### src/rtl/if_fetch_unit_pkg.sv
// Shared types and constants for the instruction-fetch stage.
package if_fetch_unit_pkg;

    typedef enum logic [1:0] {
        FETCH = 2'd0,
        WAIT  = 2'd1,
        VALID = 2'd2,
        DROP  = 2'd3
    } fetch_state_t;

    localparam logic [31:0] NOP_WORD = 32'h0000_0000;
    localparam logic [31:0] PC_INC   = 32'd4;

endpackage

### src/rtl/if_fetch_unit_pc_reg.sv
// PC register: async reset to RESET_PC, redirect has priority over +4.
module if_pc_reg
    import if_fetch_unit_pkg::*;
#(
    parameter logic [31:0] RESET_PC = 32'h0000_0000
) (
    input  logic        clk,
    input  logic        reset,
    input  logic        inc,
    input  logic        redirect_valid,
    input  logic [31:0] redirect_target,
    output logic [31:0] pc
);

    logic [31:0] target_aligned;
    logic [31:0] pc_next;

    // Low two bits of the target are dropped so the PC stays word aligned.
    assign target_aligned = redirect_target & ~32'd3;

    // Next-PC select: redirect wins, otherwise advance when the stage retires.
    always_comb begin
        pc_next = pc;
        if (redirect_valid)
            pc_next = target_aligned;
        else if (inc)
            pc_next = pc + PC_INC;
    end

    // PC state register.
    always_ff @(posedge clk or posedge reset) begin
        if (reset)
            pc <= RESET_PC & ~32'd3;
        else
            pc <= pc_next;
    end

endmodule

### src/rtl/if_fetch_unit.sv
// Instruction fetch: one outstanding imem request, single-entry buffer,
// hazard stall and redirect handling with wrong-path squash.
module if_fetch_unit
    import if_fetch_unit_pkg::*;
#(
    parameter logic [31:0] RESET_PC  = 32'h0000_0000,
    parameter logic [31:0] NOP_INSTR = NOP_WORD
) (
    input  logic        clk,
    input  logic        reset,
    input  logic        pc_write,
    input  logic        redirect_valid,
    input  logic [31:0] redirect_target,
    output logic        imem_req,
    output logic [31:0] imem_addr,
    input  logic        imem_gnt,
    input  logic        imem_rvalid,
    input  logic [31:0] imem_rdata,
    output logic [31:0] pc_out,
    output logic [31:0] pc_plus4_out,
    output logic [31:0] instruction_out,
    output logic        fetch_valid
);

    fetch_state_t state, state_next;
    logic         inc;
    logic         load;
    logic         clear;
    logic [31:0]  pc;

    if_pc_reg #(.RESET_PC(RESET_PC)) u_pc (
        .clk             (clk),
        .reset           (reset),
        .inc             (inc),
        .redirect_valid  (redirect_valid),
        .redirect_target (redirect_target),
        .pc              (pc)
    );

    assign pc_out    = pc;
    assign imem_addr = pc;
    // Request is decoded from state; held low while reset is asserted.
    assign imem_req  = (state == FETCH) && !reset;

    // State register.
    always_ff @(posedge clk or posedge reset) begin
        if (reset)
            state <= FETCH;
        else
            state <= state_next;
    end

    // Next state plus buffer load/clear and PC advance strobes.
    always_comb begin
        state_next = state;
        inc        = 1'b0;
        load       = 1'b0;
        clear      = 1'b0;
        case (state)
            FETCH: begin
                if (imem_gnt)
                    state_next = redirect_valid ? DROP : WAIT;
            end
            WAIT: begin
                if (redirect_valid)
                    state_next = imem_rvalid ? FETCH : DROP;
                else if (imem_rvalid) begin
                    state_next = VALID;
                    load       = 1'b1;
                end
            end
            VALID: begin
                if (redirect_valid) begin
                    state_next = FETCH;
                    clear      = 1'b1;
                end else if (pc_write) begin
                    state_next = FETCH;
                    inc        = 1'b1;
                    clear      = 1'b1;
                end
            end
            DROP: begin
                // In-flight wrong-path response: wait for it and throw it away.
                if (imem_rvalid)
                    state_next = FETCH;
            end
            default: state_next = FETCH;
        endcase
    end

    // Instruction buffer, which directly drives the IF/ID-facing outputs.
    always_ff @(posedge clk or posedge reset) begin
        if (reset) begin
            fetch_valid     <= 1'b0;
            pc_plus4_out    <= 32'd0;
            instruction_out <= NOP_INSTR;
        end else if (load) begin
            fetch_valid     <= 1'b1;
            pc_plus4_out    <= pc + PC_INC;
            instruction_out <= imem_rdata;
        end else if (clear) begin
            fetch_valid     <= 1'b0;
            pc_plus4_out    <= 32'd0;
            instruction_out <= NOP_INSTR;
        end
    end

endmodule

### config.mk
export PLATFORM = sky130hd
export DESIGN_NAME = if_fetch_unit
export DESIGN_NICKNAME = d
export VERILOG_FILES = /design/src/rtl/if_fetch_unit_pkg.sv /design/src/rtl/if_fetch_unit_pc_reg.sv /design/src/rtl/if_fetch_unit.sv
export SDC_FILE = /design/constraint.sdc
export NUM_CORES = 1
export LEC_CHECK = 0
export ABC_AREA = 1
export ABC_CLOCK_PERIOD_IN_PS = 5220
export CAP_MARGIN = 15
export CORE_ASPECT_RATIO = 1.1
export CORE_MARGIN = 5
export CORE_UTILIZATION = 47
export DETAILED_ROUTE_END_ITERATION = 10
export PLACE_DENSITY = 0.95
export SETUP_SLACK_MARGIN = 0.02
export SLEW_MARGIN = 0
export SYNTH_ARGS = -nofsm -noshare
export SYNTH_HDL_FRONTEND = slang
export SYNTH_SLANG_ARGS = --single-unit
### constraint.sdc
create_clock -name clk -period 5.22 [get_ports clk]
set_input_delay 0.783 -clock clk [delete_from_list [all_inputs] [get_ports clk]]
set_output_delay 0.783 -clock clk [all_outputs]
set_load 0.005 [all_outputs]
; Word-level counts from Yosys, hierarchy flattened
; Index checks and enable logic that the tools add are counted.
[totals]
out_inout_bits = 130
reg_bits = 99
wordCells = 43
inputBits = 70
[classes]
addsub = 1
n_reduce_logical = 6
n_eq_ne = 7
muxes = 24
[ops]
columns = cell, count
row1 = $mux W32, 5
row2 = $add A32 B3 Y32 const B, 1
row3 = $mux W2, 8
row4 = $mux W1, 10
row5 = $pmux W2 S4, 1
row6 = $ne A3 B3 Y1 const B, 2
row7 = $eq A2 B2 Y1 const B, 2
row8 = $ne A2 B2 Y1 const B, 2
row9 = $reduce_and A4 Y1, 1
row10 = $reduce_bool A2 Y1, 2
row11 = $eq A2 B1 Y1 const B, 1
row12 = $logic_not A2 Y1, 1
row13 = $logic_and A1 B1 Y1, 1
row14 = $logic_not A1 Y1, 1

; Depth between registers and ports, before layout
[logic_depth]
word_depth = 5
ltp_mapped = 10
ltp_nobuf = 10

; Cells and area by module
; From an unflattened synthesis, not the netlist that was laid out.
[unflattened]
hier_cells = 747
area_unflattened_um2 = 5675.4
[by_module_without_submodules]
columns = module, cells_per_inst, area_each_um2, n_inst, seq_area_each_um2
row1 = if_fetch_unit, 440, 3550.9, 1, 1676.6
row2 = if_pc_reg, 307, 2124.5, 1, 750.7

; Worst setup path before layout
; No wires, ideal clock.
[synth_timing]
path_type = input-to-reg
startpoint = input port redirect_valid
endpoint = register instruction_out[0]
setup_time_ps = 121
arrival_time_ps = 1645
t_required_ps = 5099
path_stages = 7
path_buffers = 2
path_slack_ps = 3454
path_cell_list = buf_4 > inv_2 > nand4_1 > nand2_2 > inv_4 > buf_6 > a22o_1
[synth_between]
elab_chain_cells = 3
elab_cells_between_ends = 6
cone_classes = mux (5) / reduce/logical (1)
[synth_rtl]
columns = item, line
row1 = start: declaration, if_fetch_unit.sv:12  ; input logic redirect_valid,
row2 = "$mux W1, on equally long branches", "if_fetch_unit.sv:65, if_fetch_unit.sv:73"
row3 = $mux W1, if_fetch_unit.sv:59  ; case (state)
row4 = $mux W32 / $reduce_bool A2 Y1 (equally long branches), --
row5 = end signal: assignment, if_fetch_unit.sv:100  ; instruction_out <= imem_rdata;
row6 = end: declaration, if_fetch_unit.sv:21  ; output logic [31:0] instruction_out,
; Several ways; a longest one is shown, not always the timed one.
; A chain may end at the register's enable or synchronous reset.

; Worst setup path in the final report
[layout_timing]
startpoint = input port redirect_valid
endpoint = register instruction_out[12]
; Same word-level chain as after synthesis.

==> results.yml <==
synth:
  yosysWarnings: 0
  ys_ff_latch: 95
  synth_cell_types: 37
  postSynth.asyncResetShare: 1.00
  synth_area_sq_um: 4920
  yosysTopAreaCell: "dfrtp_1"
  synth_common_cells: "nand2_1, dfrtp_1, buf_4"
  synthFlopType: "dfrtp_1"
  synthCells: 562
  yosys.area.top_type_share: 0.483
  synth-simple-area-share: 0.240
  yosys.area_share.xor_xnor: 0.0229
  synth.avg_cell_area_sq_um: 8.76
  synthMuxAreaShare: 0
  yosys.area_share.adder: 0.00254
  ys_seq_area_frac: 0.483
  yosys-top-cells-area: "dfrtp_1, nand2_1, buf_4, a22o_1, a22oi_1"
  synth_top_family_by_area: "simple AND/OR/NAND/NOR gates"
  synth_edf_count: 0
  yosysMostFrequentCell: "nand2_1"
  synth_compound_area_frac: 0.136
clock_tree:
  cts_max_level: 3
  clock_path_buffers: 2
  cts_root_buf: "clkbuf_16"
  cts_tree: "yes"
  clk_pin_slew_ns: 0.07
  numCtsBuffers: 9
  clkSinkCount: 95
  cts_resized: 0
  postCtsSetupRepairBufs: 0
  clk_latency_ns: 0.34
  hold_buffers: 0
global_routing:
  grt_max_degree: 63
  first_global_vias: 4609
  grt_util_all_layers: 0.227
  grt_pass1_wl_um: 23300
  grt.overflow.total: 0
  antenna_found_initial: 0
power:
  p_per_area_nw_per_um2: 456
  peakVddDrop_mv: 0.361
  power.total_mw: 3.16
  power.leakage_nw: 3.13
layout:
  final_cells: 862
  drive_gt1_frac: 0.0612
  fillers: 790
  nets: 785
  area_growth_pct: 40.9
  postLayoutCellArea_sq_um: 6930
  antenna_cells: 0
setup_path:
  r2r_start: "state[1]$_DFFE_PP0P_"
  worstPathArrival_ns: 3.29
  cp_max_fo: 53
  rr_worst_depth: 4
  cp.required_ns: 5.49
  worstSetupEndpointType: "register"
  reg2reg_slack_ns: 2.99
  critPathKind: "input pin to register"
  worstReg2RegEnd: "instruction_out[12]$_DFFE_PP0P_"
  start_kind: "input pin"
die:
  die_y_um: 117
  die_area_sq_um: 12600
  die_x_um: 108
  fp-row-count: 39
  io_pins: 200
  core_area_sq_um: 10300
  initial_utilization: 0.478
route:
  routed_wl_um: 14300
  vias_per_cell: 5.15
  antenna_left: 0
  drcViolationCount: 0
  num_vias: 4441
  drtIter0Drc: 305
  wl_per_cell_um: 16.5
  dr.pass1.iters: 5
timing:
  slew_headroom: 0.366
  period_share: 0.578
  fin_setup_tns_ns: 0
  fmax_mhz: 331
  timing.hold.ws_ns: 0.483
  drv_slew: 0
  hold_viol: 0
  fin_crit_ns: 3.02
  tightestPinTransition_ns: 0.951
  fin_skew_ns: 0.00785
  finalSetupViolCount: 0
  rsz0062_at_grt: "no"
min_path:
  min_path_type: "register to register"
  hold_path_end: "pc_plus4_out[16]$_DFFE_PP0P_"
  min_path_cells: 2
  min_from: "pc_plus4_out[16]$_DFFE_PP0P_"
placement:
  globalplace.congestion: 0.885
  place_inst: 846
  hpwl_um: 10500
  port_buffers: 191
  dpl-instance-area_sq_um: 6600
status:
  status: "complete, no violations"
job:
  maxCapViolCount: 0
-- registers in the layout (all words and copies together), names as in the netlist --
| register | cells |
|---|---|
| u_pc.pc | 30 |
| pc_plus4_out | 30 |
| fetch_valid | 1 |
| state | 2 |
| instruction_out | 32 |
-- cell type report --
class,instances,area (sq um),area share
clock buffer,9,225,0.0325
clock inverter,7,105,0.0152
inverter,30,118,0.0170
multi-input combinational,384,1990,0.288
sequential,95,2380,0.343
tap,143,179,0.0258
timing repair buffer,194,1930,0.279
-- report_power, final --
group | total, mW | switching (mW) | internal [mW]
Sequential | 1.19 | 0.214 | 0.974
Combinational | 1.25 | 0.534 | 0.718
Clock | 0.723 | 0.296 | 0.427
Total | 3.16 | 1.04 | 2.12
-- metrics by stage --
stage / worst slack [ns] / util
6_report: 2.20 / 0.673
3_3_place_gp: 1.94 / 0.641
4_1_cts: 2.22 / 0.673
3_5_place_dp: 1.87 / 0.641
5_1_grt: 1.96 / 0.673
2_1_floorplan: 1.96 / -
-- placed cells by master (no fill, tap or decap), types with 2 or more instances in the layout --
cell type,Yosys,routed
nand3b_1,7,7
nor3_1,3,3
o21ai_0,14,14
nand2_1,188,188
xor2_1,7,7
xnor2_1,4,4
buf_4,43,3
a22oi_1,25,25
a22o_1,33,33
o21bai_1,2,2
inv_1,25,24
clkinv_4,0,2
and2_1,3,3
bufinv_16,0,2
nor2_1,40,40
nor2_4,6,6
nand2_2,4,4
dfrtp_1,95,95
o21ai_1,9,9
inv_2,3,3
inv_4,1,2
conb_1,1,6
clkbuf_16,0,9
a21oi_1,4,4
nand3_1,15,15
nor2_2,5,5
clkdlybuf4s50_1,0,191
-- worst max-delay path by stage --
stage,cells past startpoint,slack [ns],start,to
global placement,6,1.94,redirect_valid,instruction_out[13]$_DFFE_PP0P_
global route,7,1.96,redirect_valid,pc_plus4_out[25]$_DFFE_PP0P_
floorplan,1,1.96,reset,fetch_valid$_DFFE_PP0P_
finish,6,2.20,redirect_valid,instruction_out[12]$_DFFE_PP0P_
detailed placement,6,1.87,redirect_valid,instruction_out[5]$_DFFE_PP0P_
CTS,6,2.22,redirect_valid,instruction_out[29]$_DFFE_PP0P_
-- per-layer routing --
metal | part of all wire | track usage | vias to the layer above
met2 | 0.50 | 0.384 | 174
li1 | - | - | 2108
met5 | 0 | 0 | -
met4 | 0.026 | 0.0916 | 0
met3 | 0.059 | 0.0423 | 27
met1 | 0.41 | 0.285 | 2132
-- cells by family (layout without fill, tap and decap cells) --
logic type / after synthesis / after routing
adders and majority gates: 1 / 1
AOI/OAI and AO/OA: 91 / 91
buffers and inverters: 88 / 240
other: 1 / 6
DFF: 95 / 95
and+or+nand+nor: 274 / 274
xor gates and xnor gates: 12 / 12
-- critical path, cell delays in order --
cell,delay (ns)
clkdlybuf4s50_1,0.39
buf_4,0.26
inv_2,0.20
nand4_1,0.46
inv_2,0.87
a22o_1,0.28
Power figures use the tool's default switching activity.
